### src/rtl/log_mult_arbiter_if.sv
// Request/multiplier/response bundle shared between the log_mult_arbiter and its neighbours.
// Optional LOG_MULT_ARB_STATS_EN adds the txn_count output.
interface log_mult_arbiter_if #(
  parameter int NUM_REQ = 4,
  parameter int ID_W    = $clog2(NUM_REQ)
);
  logic [NUM_REQ-1:0]   req_valid;
  logic [NUM_REQ-1:0]   req_ready;
  logic [NUM_REQ*8-1:0] req_a;
  logic [NUM_REQ*8-1:0] req_b;
  logic [7:0]           mul_a;
  logic [7:0]           mul_b;
  logic [15:0]          mul_result;
  logic                 rsp_valid;
  logic                 rsp_ready;
  logic [ID_W-1:0]      rsp_id;
  logic [15:0]          rsp_result;
`ifdef LOG_MULT_ARB_STATS_EN
  logic [15:0]          txn_count;

  modport slave (
    input  req_valid, req_a, req_b, mul_result, rsp_ready,
    output req_ready, mul_a, mul_b, rsp_valid, rsp_id, rsp_result, txn_count
  );
  modport master (
    output req_valid, req_a, req_b, mul_result, rsp_ready,
    input  req_ready, mul_a, mul_b, rsp_valid, rsp_id, rsp_result, txn_count
  );
`else
  modport slave (
    input  req_valid, req_a, req_b, mul_result, rsp_ready,
    output req_ready, mul_a, mul_b, rsp_valid, rsp_id, rsp_result
  );
  modport master (
    output req_valid, req_a, req_b, mul_result, rsp_ready,
    input  req_ready, mul_a, mul_b, rsp_valid, rsp_id, rsp_result
  );
`endif
endinterface

### src/rtl/log_mult_arbiter.sv
// Round-robin share of one combinational multiplier: accept -> 1 settle cycle -> registered response,
// held in RESP while rsp_ready is low. LOG_MULT_ARB_STATS_EN adds a saturating txn_count.
module log_mult_arbiter #(
  parameter int NUM_REQ = 4,
  parameter int ID_W    = $clog2(NUM_REQ)
) (
  input  logic              clk,
  input  logic              rst,
  log_mult_arbiter_if.slave bus
);

  typedef enum logic [1:0] {IDLE, CALC, RESP} state_t;

  localparam logic [ID_W-1:0] LAST_INIT = ID_W'(NUM_REQ - 1);

  state_t          state_q, state_d;
  logic [7:0]      op_a_q, op_a_d;
  logic [7:0]      op_b_q, op_b_d;
  logic [ID_W-1:0] cur_id_q, cur_id_d;
  logic [ID_W-1:0] last_grant_q, last_grant_d;
  logic            rsp_valid_q, rsp_valid_d;
  logic [15:0]     rsp_result_q, rsp_result_d;
  logic [ID_W-1:0] rsp_id_q, rsp_id_d;

  logic               found;
  logic [ID_W-1:0]    win;
  logic [NUM_REQ-1:0] grant_oh;
  logic [7:0]         sel_a;
  logic [7:0]         sel_b;
  int                 tgt;

  // Search offsets 1..NUM_REQ from last_grant; the first valid requester wins.
  always_comb begin
    found    = 1'b0;
    win      = last_grant_q;
    grant_oh = '0;
    sel_a    = 8'h00;
    sel_b    = 8'h00;
    tgt      = 0;
    for (int off = 1; off <= NUM_REQ; off++) begin
      tgt = int'(last_grant_q) + off;
      if (tgt >= NUM_REQ) tgt = tgt - NUM_REQ;
      for (int j = 0; j < NUM_REQ; j++) begin
        if (!found && (j == tgt) && bus.req_valid[j]) begin
          found       = 1'b1;
          win         = ID_W'(j);
          grant_oh[j] = 1'b1;
          sel_a       = bus.req_a[8*j +: 8];
          sel_b       = bus.req_b[8*j +: 8];
        end
      end
    end
  end

  always_comb begin
    state_d      = state_q;
    op_a_d       = op_a_q;
    op_b_d       = op_b_q;
    cur_id_d     = cur_id_q;
    last_grant_d = last_grant_q;
    rsp_valid_d  = rsp_valid_q;
    rsp_result_d = rsp_result_q;
    rsp_id_d     = rsp_id_q;
    case (state_q)
      IDLE: begin
        if (found) begin
          op_a_d       = sel_a;
          op_b_d       = sel_b;
          cur_id_d     = win;
          last_grant_d = win;
          state_d      = CALC;
        end
      end
      CALC: begin
        rsp_result_d = bus.mul_result;
        rsp_id_d     = cur_id_q;
        rsp_valid_d  = 1'b1;
        state_d      = RESP;
      end
      RESP: begin
        if (bus.rsp_ready) begin
          rsp_valid_d = 1'b0;
          state_d     = IDLE;
        end
      end
      default: state_d = IDLE;
    endcase
  end

  always_ff @(posedge clk) begin
    if (rst) state_q <= IDLE;
    else     state_q <= state_d;
  end

  always_ff @(posedge clk) begin
    if (rst) begin
      op_a_q       <= 8'h00;
      op_b_q       <= 8'h00;
      cur_id_q     <= '0;
      last_grant_q <= LAST_INIT;
      rsp_valid_q  <= 1'b0;
      rsp_result_q <= 16'h0000;
      rsp_id_q     <= '0;
    end else begin
      op_a_q       <= op_a_d;
      op_b_q       <= op_b_d;
      cur_id_q     <= cur_id_d;
      last_grant_q <= last_grant_d;
      rsp_valid_q  <= rsp_valid_d;
      rsp_result_q <= rsp_result_d;
      rsp_id_q     <= rsp_id_d;
    end
  end

  // Grant is masked during reset so nothing is handed out on a cycle that will be discarded.
  always_comb begin
    bus.req_ready = '0;
    if ((state_q == IDLE) && found && !rst) bus.req_ready = grant_oh;
  end

  assign bus.mul_a      = op_a_q;
  assign bus.mul_b      = op_b_q;
  assign bus.rsp_valid  = rsp_valid_q;
  assign bus.rsp_result = rsp_result_q;
  assign bus.rsp_id     = rsp_id_q;

`ifdef LOG_MULT_ARB_STATS_EN
  logic [15:0] txn_count_q, txn_count_d;

  always_comb begin
    txn_count_d = txn_count_q;
    if (rsp_valid_q && bus.rsp_ready && (txn_count_q != 16'hFFFF))
      txn_count_d = txn_count_q + 16'h0001;
  end

  always_ff @(posedge clk) begin
    if (rst) txn_count_q <= 16'h0000;
    else     txn_count_q <= txn_count_d;
  end

  assign bus.txn_count = txn_count_q;
`endif

endmodule

### src/flat_wrapper.sv
// flat-port wrapper written by rule: the top's interface ports become plain ports
module log_mult_arbiter_flat 
#(
  parameter int NUM_REQ = 4,
  parameter int ID_W    = $clog2(NUM_REQ)
)
  (clk, rst, bus_req_valid, bus_req_a, bus_req_b, bus_mul_result, bus_rsp_ready, bus_req_ready, bus_mul_a, bus_mul_b, bus_rsp_valid, bus_rsp_id, bus_rsp_result);
  log_mult_arbiter_if #(.NUM_REQ(NUM_REQ), .ID_W(ID_W)) bus_i ();
  input  logic clk;
  input  logic rst;
  input wire logic [$bits(bus_i.req_valid)-1:0] bus_req_valid;
  input wire logic [$bits(bus_i.req_a)-1:0] bus_req_a;
  input wire logic [$bits(bus_i.req_b)-1:0] bus_req_b;
  input wire logic [$bits(bus_i.mul_result)-1:0] bus_mul_result;
  input wire logic [$bits(bus_i.rsp_ready)-1:0] bus_rsp_ready;
  output wire logic [$bits(bus_i.req_ready)-1:0] bus_req_ready;
  output wire logic [$bits(bus_i.mul_a)-1:0] bus_mul_a;
  output wire logic [$bits(bus_i.mul_b)-1:0] bus_mul_b;
  output wire logic [$bits(bus_i.rsp_valid)-1:0] bus_rsp_valid;
  output wire logic [$bits(bus_i.rsp_id)-1:0] bus_rsp_id;
  output wire logic [$bits(bus_i.rsp_result)-1:0] bus_rsp_result;
  assign bus_i.req_valid = bus_req_valid;
  assign bus_i.req_a = bus_req_a;
  assign bus_i.req_b = bus_req_b;
  assign bus_i.mul_result = bus_mul_result;
  assign bus_i.rsp_ready = bus_rsp_ready;
  assign bus_req_ready = bus_i.req_ready;
  assign bus_mul_a = bus_i.mul_a;
  assign bus_mul_b = bus_i.mul_b;
  assign bus_rsp_valid = bus_i.rsp_valid;
  assign bus_rsp_id = bus_i.rsp_id;
  assign bus_rsp_result = bus_i.rsp_result;
  log_mult_arbiter #(.NUM_REQ(NUM_REQ), .ID_W(ID_W)) u_core (.clk(clk), .rst(rst), .bus(bus_i));
endmodule
### config.mk
export PLATFORM = sky130hd
export DESIGN_NAME = log_mult_arbiter_flat
export DESIGN_NICKNAME = d
export VERILOG_FILES = /design/src/rtl/log_mult_arbiter_if.sv /design/src/rtl/log_mult_arbiter.sv /design/src/flat_wrapper.sv
export SDC_FILE = /design/constraint.sdc
export NUM_CORES = 1
export LEC_CHECK = 0
export CAP_MARGIN = 20
export CORE_UTILIZATION = 40
export DETAILED_ROUTE_END_ITERATION = 8
export PLACE_DENSITY_LB_ADDON = 0.2
export SLEW_MARGIN = 20
export SYNTH_ARGS = -nofsm -noshare
export SYNTH_HDL_FRONTEND = slang
export SYNTH_SLANG_ARGS = --single-unit
export TNS_END_PERCENT = 20
### constraint.sdc
create_clock -name clk -period 5.4 [get_ports clk]
set_input_delay 1.08 -clock clk [delete_from_list [all_inputs] [get_ports clk]]
set_output_delay 1.08 -clock clk [all_outputs]
set_load 0.05 [all_outputs]
== Word level (Yosys, flattened, before mapping) ==
Index checks and enable logic that the tools add are counted.
Operators by class
  $add $sub $neg: 8
  order comparisons: 4
  eq/ne operators: 16
  muxes and demuxes: 89
  reduce and logical (&&, ||, !) cells: 58
Operators by type and width (number)
  equality test 3 x 32 -> 1 bit (first input constant): 8
  two-way mux 8 bit: 32
  equality test 2 x 32 -> 1 bit (first input constant): 4
  greater-or-equal comparator 32 x 4 -> 1 bit (second input constant): 4
  zero test 32 bit: 4
  two-way mux 32 bit: 4
  subtractor 32 x 4 -> 32 bit (second input constant): 4
  two-way mux 2 bit: 18
  logical AND 1 bit: 33
  two-way mux 1 bit: 32
  zero test 1 bit: 16
  adder 2 x 2 -> 3 bit (second input constant): 2
  one-hot mux 2 bit (3 select lines): 1
  AND reduction 2 bit: 3
  adder 2 x 3 -> 4 bit (second input constant): 1
  two-way mux 4 bit: 1
  adder 2 x 1 -> 3 bit (second input constant): 1
  equality test 2 x 1 -> 1 bit (second input constant): 1
  equality test 2 bit (second input constant): 1
  zero test 2 bit: 1
  inequality test 2 x 1 -> 1 bit (second input constant): 1
  inequality test 2 bit (second input constant): 1
  one-hot mux 1 bit (2 select lines): 1
  nonzero test 2 bit: 1
Storage, ports and cells
  flip-flop bits (word level): 41
  output and inout port bits: 39
  logic and storage cells: 183

== Depth between registers and ports, before layout ==
Gate-level depths: netlist of the first run.
  depth in word-level cells: 69
  mapped depth: 10

== Least setup slack after synthesis of the first run ==
OpenSTA, ideal clock, no wires.
  path type: in2out
  start point: input bus_req_valid[1]
  end point: output bus_req_ready[3]
  data arrival time: 3.231 ns
  data required time: 4.320 ns
  slack: 1.089 ns
  cell stages on the path: 7
  cell sequence: buf_2 > nor2_4 > and4_1 > clkbuf_1 > buf_2 > a2111oi_0 > nor3_1
Between the ends
  longest elaborated chain between the ends: 61
  elaborated cells between the ends (all ways): 65
Ends and longest elaborated chain
  start, declared: RTL line flat_wrapper.sv:11  | input wire logic [$bits(bus_i.req_valid)-1:0] bus_req_valid;
  logical AND 1 bit: RTL line log_mult_arbiter.sv:44  | if (!found && (j == tgt) && bus.req_valid[j]) begin
  two-way mux 1 bit: RTL line log_mult_arbiter.sv:44
  zero test 1 bit: RTL line log_mult_arbiter.sv:44
  logical AND 1 bit (2 in a row): RTL line log_mult_arbiter.sv:44
  two-way mux 1 bit: RTL line log_mult_arbiter.sv:44
  zero test 1 bit: RTL line log_mult_arbiter.sv:44
  logical AND 1 bit (2 in a row): RTL line log_mult_arbiter.sv:44
  two-way mux 1 bit: RTL line log_mult_arbiter.sv:44
  [... 40 more ...]
  zero test 1 bit: RTL line log_mult_arbiter.sv:44
  logical AND 1 bit (2 in a row): RTL line log_mult_arbiter.sv:44
  two-way mux 1 bit: RTL line log_mult_arbiter.sv:44
  zero test 1 bit: RTL line log_mult_arbiter.sv:44
  logical AND 1 bit (2 in a row): RTL line log_mult_arbiter.sv:44
  two-way mux 1 bit: RTL line log_mult_arbiter.sv:44
  logical AND 1 bit (2 in a row): RTL line log_mult_arbiter.sv:118  | if ((state_q == IDLE) && found && !rst) bus.req_ready = grant_oh;
  two-way mux 4 bit *: RTL line log_mult_arbiter.sv:118
  end, declared: RTL line flat_wrapper.sv:16  | output wire logic [$bits(bus_i.req_ready)-1:0] bus_req_ready;
Every way passes the cells marked *; elsewhere a longest branch is shown, timed or not.

== Worst setup path in the final report of the first run ==
Same ends and word-level chain as after synthesis.

==> results.cfg, run 1 <==
[synth]
ys_async_sr_fraction_pct = 0
ys_types = 81
synth-edff-count = 0
ys.flop_type = dfxtp_1
syn_area_per_cell_um2 = 7.58
ys_seq_area_share_pct = 20.4
synth-seq-cells = 41
mappedNetlistArea_mm2 = 0.00402
synth_area_leaders = dfxtp_1 20%, nand2_1 5.8%, a21oi_1 4.9%
synth_top_area_share_pct = 20.4
post-synth-top-area-cell = dfxtp_1
synth_cells = 531
synth_nets = 618
yosys_warnings = 0

[sta]
tightest_slew_ps = 1020
drv_slew = 0
relSlewSlack_pct = 31.7
rsz0062_at_grt = no
finalSetupViolCount = 0
fin_crit_sh_pct = 81.0
finClkSkew_ps = 23.4
min_period_ps = 4370
finalHoldViolations = 0
fmax_ghz = 0.229
finalSetupTns_ps = 0

[global_routing]
antenna_found_initial = 0
grt_pass1_vias = 4829
grt.total_usage_pct = 32.6
globalRouteMet1Util_pct = 43.7
grt_busiest_layer = met2
use_met2_pct = 50.0
grt_max_degree = 46
grt_overflow = 0
met3_usage_pct = 6.16
grt_pass1_wl_mm = 26.2

[floorplanning]
start_util_pct = 41.2
die_height_um = 102
core-area_mm2 = 0.00977
rows = 36
die_w_um = 102
ioPinCount = 126
die_area_mm2 = 0.0105

[critical_path]
worstSetupEndpointType = output pin
reg2reg_slack_ps = 2300
slowest_stage = clkdlybuf4s50_1
crit_type = in -> out
r2r-end = u_core.bus.mul_a[7]
arrival_ps = 3290
path_common_cell = nor3_1
max_stage_delay_ps = 600
ff2ff_path_depth = 6
crit_fanout = 13
required_ps = 4320
critPathLaunchType = input pin
crit-reg2reg-launch = u_core.last_grant_q[1]
crit_chain = clkdlybuf4s50_1 > buf_4 > nor3_1 > a2111oi_0 > nor3_1 > buf_12

[final_layout]
layout-area-overhead-vs-synth_pct = 32.5
stdcell_count = 756
diodes = 0
final_nets = 709
post-route-cell-area_mm2 = 0.00533
layout-drive-gt1-share_pct = 9.63
final_util_pct = 54.5

[clock_network]
cts_sinks = 41
clk_latency_ps = 330
post_cts_buffers = 0
hold_buffers = 0
clockRootBuffer = clkbuf_8
cts-resized-gates = 0
cts_made_buffers = 5
path_clk_slew_ps = 90
cts.path.max_buffers = 2
tritoncts = built
htreeDepth = 2

[route]
drt_iter0_drc = 758
drt_pre_antenna_iters = 6
drc_errors = 0
drt-vias-per-instance = 6.90
ant_nets = 0
drt-total-wl_mm = 17.2
num_vias = 5215
drt-wirelength-per-cell_um = 22.7

[power]
p_leak_nw = 1.82
powerDensity_mw_per_mm2 = 254
ir_drop_mv = 0.151
power_w = 0.00135

[flow_run]
maxCapViolCount = 0

[place]
numPortBuffers = 125
dpl_cell_area_mm2 = 0.00521
finalWeightedCongestion = 0.959
hpwl_mm = 11.4
dp_cells = 748

[min_path]
whs_endpoint = u_core.bus.rsp_id[1]
hp-start = u_core.cur_id_q[1]
whs_path_depth = 2
hold_path.class = reg -> reg

[status]
status = complete, no violations
==> how the worst max path moves through the flow <==
stage	start	to	slack, ps
floorplan	bus_req_valid[1]	bus_req_ready[3]	1090
global placement	bus_req_valid[2]	bus_req_ready[3]	1110
detailed placement	bus_req_valid[2]	bus_req_ready[3]	1080
global route	bus_req_valid[1]	bus_req_ready[3]	930
CTS	bus_req_valid[2]	bus_req_ready[3]	1080
finish	bus_req_valid[1]	bus_req_ready[3]	1030
==> cells in the final DEF, fill, tap and decap left out, types with 8 or more instances in the layout <==
cell type | Yosys | routed
clkdlybuf4s50_1 | 0 | 121
nand2_1 | 62 | 62
dfxtp_1 | 41 | 40
nor2_1 | 39 | 39
a21oi_1 | 39 | 39
o22ai_1 | 27 | 27
o21ai_0 | 26 | 26
a221oi_1 | 22 | 22
o221ai_1 | 20 | 20
buf_4 | 5 | 18
a22oi_1 | 15 | 15
and3_1 | 12 | 12
nor3_1 | 12 | 12
nor2b_1 | 12 | 12
o211ai_1 | 10 | 10
a311oi_1 | 8 | 8
==> critical path, delay by kind of cell <==
| family | cells | cell delay, ps |
|---|---|---|
| AO/OA/AOI/OAI | 1 | 190 |
| buffers and inverters | 3 | 1090 |
| AND/OR/NAND/NOR | 2 | 910 |
==> per-layer routing <==
| layer | vias up | wire length (µm) | part of all wire (%) |
|---|---|---|---|
| met5 | - | 0 | 0 |
| met4 | 0 | 566 | 3.3 |
| met3 | 71 | 1970 | 11 |
| met2 | 430 | 7810 | 45 |
| met1 | 2423 | 6840 | 40 |
| li1 | 2291 | - | - |
==> sequential cells by signal (all words and copies together) (netlist names) <==
name and count:
u_core.state_q 2, u_core.cur_id_q 2, u_core.last_grant_q 2, u_core.bus.mul_a 8, u_core.bus.mul_b 8, u_core.bus.rsp_valid 1, u_core.bus.rsp_id 2, u_core.bus.rsp_result 16
==> cell usage after synthesis, types with 3 or more instances <==
library cell	instances
a22o_1	5
a31o_1	3
o211ai_1	10
a221oi_1	22
a221o_1	7
buf_6	10
nor3_1	12
a311oi_1	8
nand3_1	5
or4_1	6
clkbuf_1	22
nor2b_1	12
a211oi_1	5
and2_1	4
buf_4	5
nand3b_1	3
and3_1	12
a31oi_1	6
o22ai_1	27
nor4_1	4
nand2b_1	6
a22oi_1	15
dfxtp_1	41
a32oi_1	7
a2111oi_0	4
a21oi_1	39
o221ai_1	20
nor2_1	39
o21ai_0	26
nand2_1	62
and4_1	3
buf_2	15
==> metrics by stage <==
stage / setup slack [ps] / hold WS [ps]
2_1_floorplan: 1090 / 432
3_3_place_gp: 1110 / 441
3_5_place_dp: 1080 / 447
4_1_cts: 1080 / 460
5_1_grt: 926 / 484
6_report: 1030 / 460
==> logic make-up (layout without fill, tap and decap cells) <==
group	Yosys count	count (layout)	share of synthesized area (%)
compound gates	225	225	41.0
buf+inv	58	150	8.71
flops	41	41	20.4
simple gates	207	207	29.9
==> where the power goes <==
group          total, W  switching, W  internal [W]
registers      0.000383     0.0000401      0.000343
logic          0.000686      0.000413      0.000273
clock network  0.000282      0.000143      0.000139
total           0.00135      0.000596      0.000755
==> final cells by class <==
cell class | instances | area, µm²
fillers | 934 | 4450
clock inverters | 3 | 46.3
flip-flops and latches | 41 | 822
clock buffers | 5 | 68.8
multi-input cells | 432 | 2850
repair buffers | 140 | 1370
well taps | 133 | 166
inverters | 2 | 7.51
Power figures use the tool's default switching activity.
==> run 2, diff against run 1 <==
==> constraint.sdc (replaced) <==
create_clock -name clk -period 3.7 [get_ports clk]
set_input_delay 0.74 -clock clk [delete_from_list [all_inputs] [get_ports clk]]
set_output_delay 0.74 -clock clk [all_outputs]
set_load 0.05 [all_outputs]
==> run 2 against run 1 <==
Effect of this change:
- critical path depth decreased by 1
- count of clock-buffer cells in the layout unchanged
- global-route usage decreased by 0.10 points
- clock skew increased by 1.4 ps
- non-clock buffer count increased by 18
- sequential power increased by 41%
- wire length increased by 0.30%
- critical path type unchanged
==> results.cfg, run 2 (synthesis results as in run 1) <==
[power]
p_sw_w = 0.000873
p_sw_share_pct = 45.2
combPwrFrac_pct = 54.6
power_w = 0.00193
internal_power_w = 0.00106
p_leak_nw = 1.91
ir_drop_mv = 0.171
p_seq_share_pct = 28.0
p_clk_share_pct = 17.4
powerDensity_mw_per_mm2 = 353

[route]
drt-vias-per-instance = 6.66
drt_iter0_drc = 593
drc_errors = 0
drt-wirelength-per-cell_um = 22.3
drt_pre_antenna_iters = 6
ant_nets = 0
drt-total-wl_mm = 17.2
num_vias = 5155

[global_routing]
grt_pass1_wl_mm = 26.2
grt.total_usage_pct = 32.5
grt_pass1_vias = 4882
grt_max_degree = 43
antenna_found_initial = 0
grt_overflow = 0

[sta]
fmax_ghz = 0.276
drv_slew = 0
finalSetupTns_ps = 0
worst_slack_ps = 72.5
finalHoldViolations = 0
relSlewSlack_pct = 51.7
fin_crit_sh_pct = 98.0
finClkSkew_ps = 24.8
tightest_slew_ps = 725
whs_ps = 458
rsz0062_at_grt = no
min_period_ps = 3630
finalSetupViolCount = 0

[flow_run]
maxCapViolCount = 0

[critical_path]
crit_type = in -> out
critPathLaunchType = input pin
required_ps = 2960
reg2reg_slack_ps = 1080
crit_fanout = 8
worstSetupEndpointType = output pin
arrival_ps = 2890

[final_layout]
layout-drive-gt1-share_pct = 12.2
diodes = 0
largest_reg_flops = 16
layout_common_cells = 121 x clkdlybuf4s50_1, 62 x nand2_1, 40 x dfxtp_1
layout-area-overhead-vs-synth_pct = 36.2
stdcell_count = 774
final_nets = 727
nFillCells = 955
final_common_cell = clkdlybuf4s50_1

[clock_network]
cts_made_buffers = 5
path_clk_slew_ps = 80
tritoncts = built
cts.path.max_buffers = 2
clockRootBuffer = clkbuf_8
cts-resized-gates = 0
cts_sinks = 41
clk_latency_ps = 320
post_cts_buffers = 0
hold_buffers = 0
htreeDepth = 2

[floorplanning]
ioPinCount = 126
die_w_um = 102
die_height_um = 102
die_area_mm2 = 0.0105
core-area_mm2 = 0.00977
rows = 36
start_util_pct = 41.2

[min_path]
hold_path.class = reg -> reg

[place]
numPortBuffers = 125
place_ws_ps = 146
finalWeightedCongestion = 0.961
dp_cells = 766
hpwl_mm = 11.7

[status]
status = complete, no violations
## run 2: changes by cell type in the layout (fill, tap and decap cells not counted), sizes merged
| cell | change |
|---|---|
| clkinvlp | -1 |
| bufinv | -1 |
| clkinv | +2 |
| buf | +18 |
## run 2: path summary, 6_finish.rpt
kind                            cells after the start                       end                      from
worst min register to register                      2  u_core.bus.rsp_result[9]  u_core.bus.rsp_result[9]
worst max register to register                      6       u_core.bus.mul_a[6]    u_core.last_grant_q[0]
worst min-delay path                                2  u_core.bus.rsp_result[9]  u_core.bus.rsp_result[9]
worst max-delay path                                5          bus_req_ready[3]          bus_req_valid[1]
## run 2: cell type report
| type | count | area [µm²] | share of cell area [%] |
|---|---|---|---|
| Timing Repair Buffer | 158 | 1540 | 28.1 |
| Sequential cell | 41 | 822 | 15.0 |
| Clock inverter | 3 | 22.5 | 0.411 |
| Clock buffer | 5 | 68.8 | 1.26 |
| Tap cell | 133 | 166 | 3.04 |
| Inverter | 2 | 7.51 | 0.137 |
| Multi-Input combinational cell | 432 | 2850 | 52.1 |
## run 2: metrics by stage
step	instance area, µm²	util (%)
final	5480	56.0
after global routing	5480	56.0
after detailed placement	5390	55.1
after CTS	5480	56.0
after global placement	5390	55.1
after floorplan	4020	-
## run 2: worst max-delay path: stages
cell and delay [ps]:
clkdlybuf4s50_1 620, nor3_1 640, a2111oi_0 190, nor3_1 490
buf_12 210
## run 2: power groups by stage
stage               sequential, W  clock (W)  combinational [W]
detailed placement       0.000548          0            0.00103
CTS                      0.000538   0.000347            0.00104
global placement         0.000547          0            0.00102
floorplan                0.000712          0           0.000509
global route             0.000546   0.000359            0.00111
finish                   0.000540   0.000336            0.00106
## run 2: layer usage
metal / GRT usage [%] / routed length [µm] / part of all wire, % / up-vias
met2: 51.0 / 7930 / 46 / 366
met5: 0 / 0 / 0 / -
met4: 14.0 / 504 / 2.9 / 0
li1: - / - / - / 2321
met1: 43.5 / 6760 / 39 / 2408
met3: 6.29 / 2030 / 12 / 60
